[src/rtl/direction_input_conditioner.sv]
// Direction button front end: 2-flop sync, per-button debounce, and a gesture FSM
// that emits at most one registered move pulse (or CONFLICT) per press gesture.
//
// state      | meaning
// -----------+--------------------------------------------------------------
// ST_LOCKOUT | post-reset settle; debouncers fill, no pulses issued
// ST_IDLE    | waiting for a qualifying press
// ST_HELD    | gesture consumed; wait until every debounced button is released
module direction_input_conditioner #(
  parameter int DEBOUNCE_CYCLES = 4
) (
  input  logic clk,
  input  logic reset,
  input  logic btn_n,
  input  logic btn_s,
  input  logic btn_e,
  input  logic btn_w,
  output logic N,
  output logic S,
  output logic E,
  output logic W,
  output logic CONFLICT
);

  localparam int CW = $clog2(DEBOUNCE_CYCLES + 3);
  localparam logic [CW-1:0] ONE     = CW'(1);
  localparam logic [CW-1:0] DB_LAST = CW'(DEBOUNCE_CYCLES);
  localparam logic [CW-1:0] LO_LAST = CW'(DEBOUNCE_CYCLES + 1);

  typedef enum logic [1:0] {ST_LOCKOUT, ST_IDLE, ST_HELD} state_t;

  // Bit order everywhere: [3]=N, [2]=S, [1]=E, [0]=W
  logic [3:0]         w_btn;
  logic [3:0]         r_s1, r_s2, r_db, w_db_nxt;
  logic [3:0][CW-1:0] r_cnt, w_cnt_nxt;
  logic [CW-1:0]      r_lo_cnt, w_lo_nxt;
  state_t             r_state, w_state_nxt;
  logic [3:0]         r_pulse, w_pulse_nxt;
  logic               r_conflict, w_conflict_nxt;

  assign w_btn = {btn_n, btn_s, btn_e, btn_w};

  always_comb begin
    w_db_nxt  = r_db;
    w_cnt_nxt = '0;
    for (int i = 0; i < 4; i++) begin
      if (r_s2[i] != r_db[i]) begin
        if (r_cnt[i] + ONE == DB_LAST) begin
          w_db_nxt[i] = r_s2[i];
        end else begin
          w_cnt_nxt[i] = r_cnt[i] + ONE;
        end
      end
    end
  end

  always_ff @(posedge clk) begin
    if (reset) begin
      r_s1  <= '0;
      r_s2  <= '0;
      r_db  <= '0;
      r_cnt <= '0;
    end else begin
      r_s1  <= w_btn;
      r_s2  <= r_s1;
      r_db  <= w_db_nxt;
      r_cnt <= w_cnt_nxt;
    end
  end

  always_comb begin
    w_state_nxt    = r_state;
    w_lo_nxt       = r_lo_cnt;
    w_pulse_nxt    = '0;
    w_conflict_nxt = 1'b0;
    case (r_state)
      ST_LOCKOUT: begin
        if (r_lo_cnt == LO_LAST) begin
          w_lo_nxt = '0;
          // Use the level db takes on this edge so a button held through reset,
          // qualifying on the expiry edge itself, is absorbed rather than pulsed.
          w_state_nxt = (|w_db_nxt) ? ST_HELD : ST_IDLE;
        end else begin
          w_lo_nxt = r_lo_cnt + ONE;
        end
      end
      ST_IDLE: begin
        if (|r_db) begin
          w_state_nxt = ST_HELD;
          if ($onehot(r_db)) begin
            w_pulse_nxt = r_db;
          end else begin
            w_conflict_nxt = 1'b1;
          end
        end
      end
      ST_HELD: begin
        if (r_db == 4'b0000) begin
          w_state_nxt = ST_IDLE;
        end
      end
      default: w_state_nxt = ST_LOCKOUT;
    endcase
  end

  always_ff @(posedge clk) begin
    if (reset) begin
      r_state    <= ST_LOCKOUT;
      r_lo_cnt   <= '0;
      r_pulse    <= '0;
      r_conflict <= 1'b0;
    end else begin
      r_state    <= w_state_nxt;
      r_lo_cnt   <= w_lo_nxt;
      r_pulse    <= w_pulse_nxt;
      r_conflict <= w_conflict_nxt;
    end
  end

  assign N        = r_pulse[3];
  assign S        = r_pulse[2];
  assign E        = r_pulse[1];
  assign W        = r_pulse[0];
  assign CONFLICT = r_conflict;

endmodule

[config.mk]
export PLATFORM = sky130hd
export DESIGN_NAME = direction_input_conditioner
export DESIGN_NICKNAME = d
export VERILOG_FILES = /design/src/rtl/direction_input_conditioner.sv
export SDC_FILE = /design/constraint.sdc
export NUM_CORES = 1
export LEC_CHECK = 0
export CAP_MARGIN = 20
export CORE_ASPECT_RATIO = 1.5
export CORE_MARGIN = 1.5
export CORE_UTILIZATION = 25
export CTS_CLUSTER_DIAMETER = 30
export DETAILED_ROUTE_END_ITERATION = 10
export GPL_ROUTABILITY_DRIVEN = 0
export GPL_TIMING_DRIVEN = 0
export PLACE_DENSITY = 0.38
export SLEW_MARGIN = 20
export SYNTH_ARGS = -nofsm -noshare
export SYNTH_HDL_FRONTEND = slang
export SYNTH_SLANG_ARGS = --single-unit
[constraint.sdc]
create_clock -name clk -period 3.2 [get_ports clk]
set_clock_uncertainty 0.1 [all_clocks]
set_input_delay 0.64 -clock clk [delete_from_list [all_inputs] [get_ports clk]]
set_output_delay 0.64 -clock clk [all_outputs]
set_load 0.02 [all_outputs]
* Yosys cells after proc, flatten, opt, wreduce, memory -nomap -nowiden
Index checks and enable logic that the tools add are counted.
** Operators by class
- Reduce and logical (&&, ||, !) cells :: 11
- Bitwise gates (word level) :: 7
- Eq/ne operators :: 15
- Multiplexer cells :: 15
- Add/sub/neg operators :: 8
** Operators with widths (number)
- 3-bit by 1-bit adder with 3-bit output (second input constant) :: 5
- 3-bit == test (second input constant) :: 5
- 3-bit OR reduction :: 5
- 4-bit OR reduction :: 3
- 1-bit two-way mux :: 9
- 2-bit two-way mux :: 4
- 1-bit NOT :: 7
- 2-bit != test (second input constant) :: 3
- 2-bit one-hot mux with 3 select lines :: 1
- 1-bit by 1-bit adder with 2-bit output :: 2
- 4-bit logical NOT :: 1
- 1-bit != test :: 4
- 2-bit by 2-bit adder with 3-bit output :: 1
- 3-bit by 1-bit == test with 1-bit output (second input constant) :: 1
- 3-bit two-way mux :: 1
- 3-bit AND reduction :: 1
- 2-bit by 1-bit == test with 1-bit output (second input constant) :: 1
- 2-bit == test (second input constant) :: 1
- 2-bit logical NOT :: 1
** Storage, ports and cells
- Output and inout bits :: 5
- Bits in registers :: 34
- Logic and storage cells :: 67
- Bits of input ports :: 6

* Logic depth before layout (Yosys ltp)
Gate-level depths: netlist of run 1.
- Word-level depth :: 8
- Gate-level depth with buffers :: 9
- Mapped depth without buffers :: 9

* Least setup slack after synthesis of run 1
Ideal clock, no wire load.
- Path kind :: register -> register
- Start point :: register r_db[0]
- End point :: register r_pulse[2]
- Arrival :: 1.843 ns
- Path slack :: 1.198 ns
- Clock period less this slack :: 2.002 ns
- Buffers on the path :: 0
- Data required time :: 3.041 ns
- Library setup time :: 0.059 ns
- Stages on the path, launching flop included :: 10
- Path through :: dfxtp_1 > inv_1 > fa_1 > inv_1 > ha_1 > ha_1 > nor2_1 > nand2_1 > nor2_1 > and2_1
** Between the ends
- Cells in the longest elaborated chain, start to end :: 5
- Elaborated cells on any way between the ends :: 7
- Classes of those cells :: 2 x add/sub; 1 x eq/ne; 2 x bitwise; 2 x reduce/logical
** RTL lines
- start, declared :: line 34 : logic [3:0] r_s1, r_s2, r_db, w_db_nxt;
- start signal, assigned :: line 66 : r_db <= w_db_nxt;
- 1-bit by 1-bit adder with 2-bit output (not written as such) :: line 90 : if ($onehot(r_db)) begin
- 2-bit by 2-bit adder with 3-bit output (not written as such) :: line 90
- 3-bit by 1-bit == test with 1-bit output :: line 90
- 1-bit NOT (no line)
- 4-bit OR reduction (no line) *
- end signal, assigned :: line 115 : r_pulse <= w_pulse_nxt;
- end, declared :: line 38 : logic [3:0] r_pulse, w_pulse_nxt;
Mark *: on every way between the ends. The rest lies on a longest branch, timed or not.
A chain may end at the register's enable or synchronous reset.

* Worst setup path after layout of run 1
- Start point :: register r_db[0]
- End point :: register r_pulse[3]
The elaborated chain is that of the path after synthesis.

==> results.sh, run 1 <==
export IMPL_status="completed"
export IMPL_crit_fanout=4
export IMPL_hpwlAfterDp_um=1560
export IMPL_r2r_end="r_pulse[3]$_SDFF_PP0_"
export IMPL_cts_setup_buffers=0
export IMPL_synth_edf_count=0
export IMPL_insertion_delay_ns=0.28
export IMPL_drc=0
export IMPL_rr_startpoint="r_db[0]$_SDFF_PP0_"
export IMPL_synth_area_um2=1340
export IMPL_ant_nets=0
export IMPL_p_total_uw=773
export IMPL_die_area_um2=5800
export IMPL_ys_warn_count=0
export IMPL_clk_pin_slew_ns=0.07
export IMPL_hp_class="reg -> reg"
export IMPL_drive_gt1_share_pct=6.04
export IMPL_place_area_um2=1520
export IMPL_numCtsBuffers=5
export IMPL_syn_num_nets=151
export IMPL_cts_resized=0
export IMPL_netlist_instances=133
export IMPL_reg2reg_depth=9
export IMPL_rsz0062_at_grt="no"
export IMPL_end_kind="flop"
export IMPL_ys_seq_elements=34
export IMPL_cts_tree="built"
export IMPL_die_y_um=92.5
export IMPL_final_nets=168
export IMPL_antenna_cells=0
export IMPL_peakVddDrop_mv=0.149
export IMPL_crit_start="r_db[0]$_SDFF_PP0_"
export IMPL_max_freq_mhz=458
export IMPL_start_util_pct=25.9
export IMPL_multi_input_area_um2=629
export IMPL_drt_iter0_markers=18
export IMPL_rrSetupSlack_ns=1.02
export IMPL_io_buffers=10
export IMPL_synth_common_cells="34 x dfxtp_1, 21 x nor2_1, 11 x ha_1, 11 x nand2_1"
export IMPL_synth_area_top_cells="dfxtp_1 51%, ha_1 10%, nor2_1 5.9%"
export IMPL_synth_ff_type="dfxtp_1"
export IMPL_slew_headroom_pct=70.8
export IMPL_htree_levels=2
export IMPL_clockBufferDepth=2
export IMPL_drtPass1Iterations=3
export IMPL_worstSetupPathType="reg -> reg"
export IMPL_grt_max_degree=11
export IMPL_num_vias=882
export IMPL_slew_viol_final=0
export IMPL_syn2layout_area_growth_pct=20.0
export IMPL_async_flop_share_pct=0
export IMPL_worst_pin_slew_ns=0.438
export IMPL_yosys_area_top_type="dfxtp_1"
export IMPL_leakagePower_nw=0.771
export IMPL_setup_tns_ns=0
export IMPL_core_area_um2=5160
export IMPL_ys_types=23
export IMPL_finalSetupViolations=0
export IMPL_clock_sinks=34
export IMPL_io_pins=11
export IMPL_rows=32
export IMPL_seqCellArea_um2=681
export IMPL_wl_um=2050
export IMPL_grt_antenna_before_repair=0
export IMPL_vias_per_cell=4.06
export IMPL_worstPathRequired_ns=3.32
export IMPL_crit_arrival_ns=2.31
export IMPL_drv_cap=0
export IMPL_powerDensity_nw_per_um2=482
export IMPL_grt_overflow_total=0
export IMPL_fillers=541
export IMPL_finalInstanceArea_um2=1600
export IMPL_final_hold_viol_count=0
export IMPL_die_w_um=62.7
export IMPL_grt_pass1_vias=890
export IMPL_wl_per_cell_um=9.42
export IMPL_grt_pass1_wl_um=3770
export IMPL_worstSetupStartpointType="flop"
export IMPL_clock_root_buffer="clkbuf_8"
export IMPL_grt_util_all_layers_pct=8.42
export IMPL_fin_crit_ns=2.18
export IMPL_yosysSeqAreaShare_pct=50.9
export IMPL_post_place_ws_ns=0.937
export IMPL_setup_ws_ns=1.02
export IMPL_crit_end="r_pulse[3]$_SDFF_PP0_"
export IMPL_finalCritPeriodShare_pct=68.2
export IMPL_holdBufCountCts=0
export IMPL_syn_avg_cell_area_um2=10.0
export IMPL_yosysTopAreaCellShare_pct=50.9
export IMPL_synth_most_common_cell="dfxtp_1"
## where the power goes
group / internal [mW] / total, mW / switching, mW
Sequential: 0.433 / 0.439 / 0.00587
Combinational: 0.0169 / 0.0301 / 0.0133
Clock: 0.166 / 0.304 / 0.138
## routing by layer
metal  GRT usage, %  wire (µm)  vias up
li1               -          -      459
met2           13.9       1020       15
met5              0          0        -
met1           9.06        905      404
met4           4.44         38        0
met3           3.65         82        4
## cell type report
| class | instances | area share [%] |
|---|---|---|
| sequential | 34 | 42.4 |
| multi-input combinational | 92 | 39.2 |
| timing repair buffer | 10 | 6.24 |
| tap | 68 | 5.30 |
| clock buffer | 6 | 5.15 |
| inverter | 5 | 1.17 |
| buffer | 2 | 0.468 |
## state kept, by name (all words and copies together), names as in the netlist
name      flops
r_state       2
r_s2          4
CONFLICT      1
r_s1          4
r_cnt        12
r_lo_cnt      3
r_pulse       4
r_db          4
## critical path, cell delays in order, from the launching register on
cell and delay [ns]:
dfxtp_1 0.38, inv_1 0.10, fa_1 0.54, inv_1 0.04, ha_1 0.17, ha_1 0.27
nor2_1 0.15, nand2_1 0.07, nor2_1 0.17, and2_1 0.15
## per-stage QoR
stage / cells / hold slack [ns] / utilization [%]
4_1_cts: 217 / 0.336 / 31.1
5_1_grt: 217 / 0.359 / 31.1
2_1_floorplan: 133 / 0.314 / -
3_3_place_gp: 211 / 0.321 / 29.5
3_5_place_dp: 211 / 0.320 / 29.5
6_report: 217 / 0.334 / 31.1
## cell families (layout without fill, tap and decap cells)
| kind of cell | Yosys count | after routing | synth area share (%) |
|---|---|---|---|
| buffers and inverters | 7 | 23 | 1.97 |
| AOI/OAI and AO/OA | 6 | 6 | 3.18 |
| and+or+nand+nor | 60 | 60 | 22.6 |
| xor gates and xnor gates | 10 | 10 | 6.55 |
| muxes | 4 | 4 | 3.00 |
| adders and majority gates | 12 | 12 | 11.8 |
| DFF | 34 | 34 | 50.9 |
## layout by cell type (no fill, tap or decap), drive strengths merged, types with 3 or more instances in the layout
master / n
ha: 11
a21oi: 3
and2: 4
nor2: 22
xor2: 5
nor2b: 8
nand2: 11
clkdlybuf4s50: 10
dfxtp: 34
and3: 8
inv: 5
xnor2: 5
clkbuf: 8
mux2i: 4
## how the worst min path moves through the flow
stage	startpoint	end	slack [ns]	cells past startpoint
6_report	r_s1[3]$_SDFF_PP0_	r_s2[3]$_SDFF_PP0_	0.33	1
5_1_grt	r_s1[2]$_SDFF_PP0_	r_s2[2]$_SDFF_PP0_	0.36	1
4_1_cts	r_s1[3]$_SDFF_PP0_	r_s2[3]$_SDFF_PP0_	0.34	1
3_5_place_dp	r_s1[3]$_SDFF_PP0_	r_s2[3]$_SDFF_PP0_	0.32	1
3_3_place_gp	r_s1[2]$_SDFF_PP0_	r_s2[2]$_SDFF_PP0_	0.32	1
2_1_floorplan	r_s1[0]$_SDFF_PP0_	r_s2[0]$_SDFF_PP0_	0.31	1
(Power assumes the default switching activity.)
==> run 2: changes to the inputs <==
--- a/config.mk
+++ b/config.mk
@@ -13,7 +13,7 @@
 export DETAILED_ROUTE_END_ITERATION = 10
 export GPL_ROUTABILITY_DRIVEN = 0
 export GPL_TIMING_DRIVEN = 0
-export PLACE_DENSITY = 0.38
+export PLACE_DENSITY = 0.39
 export SLEW_MARGIN = 20
 export SYNTH_ARGS = -nofsm -noshare
 export SYNTH_HDL_FRONTEND = slang
==> constraint.sdc (replaced) <==
create_clock -name clk -period 1.9 [get_ports clk]
set_clock_uncertainty 0.1 [all_clocks]
set_input_delay 0.38 -clock clk [delete_from_list [all_inputs] [get_ports clk]]
set_output_delay 0.38 -clock clk [all_outputs]
set_load 0.02 [all_outputs]
==> run 2 against run 1 <==
- wire length rose by 1.9%
- sequential power rose by 68%
- fmax rose by 15%
- utilization rose by 1.6 points
- global-route usage fell by 0.74 points
- hold slack improved by 0.0043 ns
- clock power rose by 66%
- sequential share of layout area fell by 1.7 points
- critical path depth did not move
- critical endpoint is now r_pulse[1]$_SDFF_PP0_
==> results.sh, run 2 (synthesis gave the netlist of run 1 again) <==
export IMPL_htree_levels=2
export IMPL_rows=32
export IMPL_grt_overflow_total=0
export IMPL_syn2layout_area_growth_pct=26.1
export IMPL_leakagePower_nw=0.791
export IMPL_rsz0062_at_grt="yes"
export IMPL_die_area_um2=5800
export IMPL_start_util_pct=25.9
export IMPL_status="completed"
export IMPL_drtPass1Iterations=4
export IMPL_ant_nets=0
export IMPL_io_buffers=10
export IMPL_hpwlAfterDp_um=1570
export IMPL_io_pins=11
export IMPL_max_freq_mhz=529
export IMPL_clockBufferDepth=2
export IMPL_worstSetupStartpointType="flop"
export IMPL_worst_pin_slew_ns=0.426
export IMPL_worstSetupPathType="reg -> reg"
export IMPL_grt_pass1_vias=855
export IMPL_vias_per_cell=4.07
export IMPL_post_place_ws_ns=-0.116
export IMPL_grt_max_degree=11
export IMPL_regMostFlops="r_cnt"
export IMPL_grt_util_all_layers_pct=7.68
export IMPL_crit_arrival_ns=2.02
export IMPL_fin_crit_ns=1.89
export IMPL_final_cell_mix="31 x dfxtp_1, 19 x nor2_1, 10 x nand2_1, 10 x clkdlybuf4s50_1, 9 x ha_1"
export IMPL_met2_length_um=1020
export IMPL_r2r_end="r_pulse[1]$_SDFF_PP0_"
export IMPL_hp_class="reg -> reg"
export IMPL_final_util_pct=32.6
export IMPL_drc=0
export IMPL_rr_startpoint="r_db[3]$_SDFF_PP0_"
export IMPL_place_inst=211
export IMPL_peakVddDrop_mv=0.318
export IMPL_drt_iter0_markers=12
export IMPL_powerDensity_nw_per_um2=769
export IMPL_reg2reg_depth=9
export IMPL_instances_no_fill=221
export IMPL_top_layer="met4"
export IMPL_p_total_mw=1.30
export IMPL_finalSetupViolations=0
export IMPL_slew_viol_final=0
export IMPL_fillers=547
export IMPL_worstPathRequired_ns=2.03
export IMPL_rrSetupSlack_ns=0.009
export IMPL_place_area_um2=1540
export IMPL_die_w_um=62.7
export IMPL_die_y_um=92.5
export IMPL_slew_headroom_pct=71.6
export IMPL_drive_gt1_share_pct=17.0
export IMPL_crit_start="r_db[3]$_SDFF_PP0_"
export IMPL_antenna_cells=0
export IMPL_final_nets=172
export IMPL_largest_reg_flops=12
export IMPL_numCtsBuffers=5
export IMPL_crit_end="r_pulse[1]$_SDFF_PP0_"
export IMPL_final_common_cell="dfxtp_1"
export IMPL_wl_um=2080
export IMPL_multi_input_area_um2=674
export IMPL_insertion_delay_ns=0.28
export IMPL_drv_cap=0
export IMPL_grt_pass1_wl_um=3480
export IMPL_seqCellArea_um2=687
export IMPL_wl_per_cell_um=9.43
export IMPL_wl_met1_um=923
export IMPL_finalInstanceArea_um2=1690
export IMPL_end_kind="flop"
export IMPL_routed_wl_met3_um=88
export IMPL_grt_antenna_before_repair=0
export IMPL_clock_sinks=34
export IMPL_crit_fanout=4
export IMPL_final_hold_viol_count=0
export IMPL_finalCritPeriodShare_pct=99.5
export IMPL_cts_tree="built"
export IMPL_num_vias=899
export IMPL_clk_pin_slew_ns=0.06
export IMPL_clock_root_buffer="clkbuf_8"
export IMPL_setup_ws_ns=0.00925
export IMPL_core_area_um2=5160
## run 2: cell count changes in the layout (fill, tap and decap cells not counted), sizes merged
| cell | delta |
|---|---|
| buf | +4 |
## run 2: what timing repair did
| item | in CTS | in global routing |
|---|---|---|
| pin swaps | 3 | 4 |
| hold endpoints to repair | 0 | 0 |
| setup buffers | 3 | 1 |
| hold buffers | 0 | 0 |
| endpoints found under the setup margin | 4 | 4 |
| gates resized for setup | 3 | 8 |
## run 2: how the worst min path moves through the flow
stage | startpoint | end | slack [ns] | cells past startpoint
floorplan | r_s1[0]$_SDFF_PP0_ | r_s2[0]$_SDFF_PP0_ | 0.31 | 1
global placement | r_s1[2]$_SDFF_PP0_ | r_s2[2]$_SDFF_PP0_ | 0.32 | 1
detailed placement | r_s1[0]$_SDFF_PP0_ | r_s2[0]$_SDFF_PP0_ | 0.32 | 1
CTS | r_s1[0]$_SDFF_PP0_ | r_s2[0]$_SDFF_PP0_ | 0.34 | 1
global route | r_s1[2]$_SDFF_PP0_ | r_s2[2]$_SDFF_PP0_ | 0.36 | 1
finish | r_s1[1]$_SDFF_PP0_ | r_s2[1]$_SDFF_PP0_ | 0.34 | 1
## run 2: area by class of cell
class,instances,share of cell area (%)
tap,68,5.05
buffer,2,0.445
timing repair buffer,14,7.72
clock buffer,6,4.90
inverter,5,1.11
multi-input combinational,92,40.0
sequential,34,40.8
## run 2: critical path: stages, from the launching register on
cell     delay [ns]
dfxtp_4        0.34
inv_2          0.03
fa_1           0.54
inv_2          0.05
ha_4           0.15
ha_4           0.21
nor2_4         0.08
nand2_2        0.07
nor2_4         0.12
and2_4         0.14
## run 2: layer usage
metal  vias up  track usage, %
met5         -               0
met4         0            4.44
met3         6            2.92
met2        14            13.2
met1       409            7.94
li1        470               -
## run 2: power by group
part	internal, mW	switching [mW]	total (mW)	leakage (nW)
sequential	0.728	0.00997	0.738	0.278
clock	0.279	0.228	0.506	0.0431
combinational	0.0284	0.0227	0.0511	0.470
## run 2: per-stage QoR
step	TNS, ns	hold WS [ns]
finish	0	0.338
global route	-0.253	0.355
CTS	-0.0477	0.339
detailed placement	-0.683	0.324
global placement	-0.596	0.321
floorplan	0	0.314
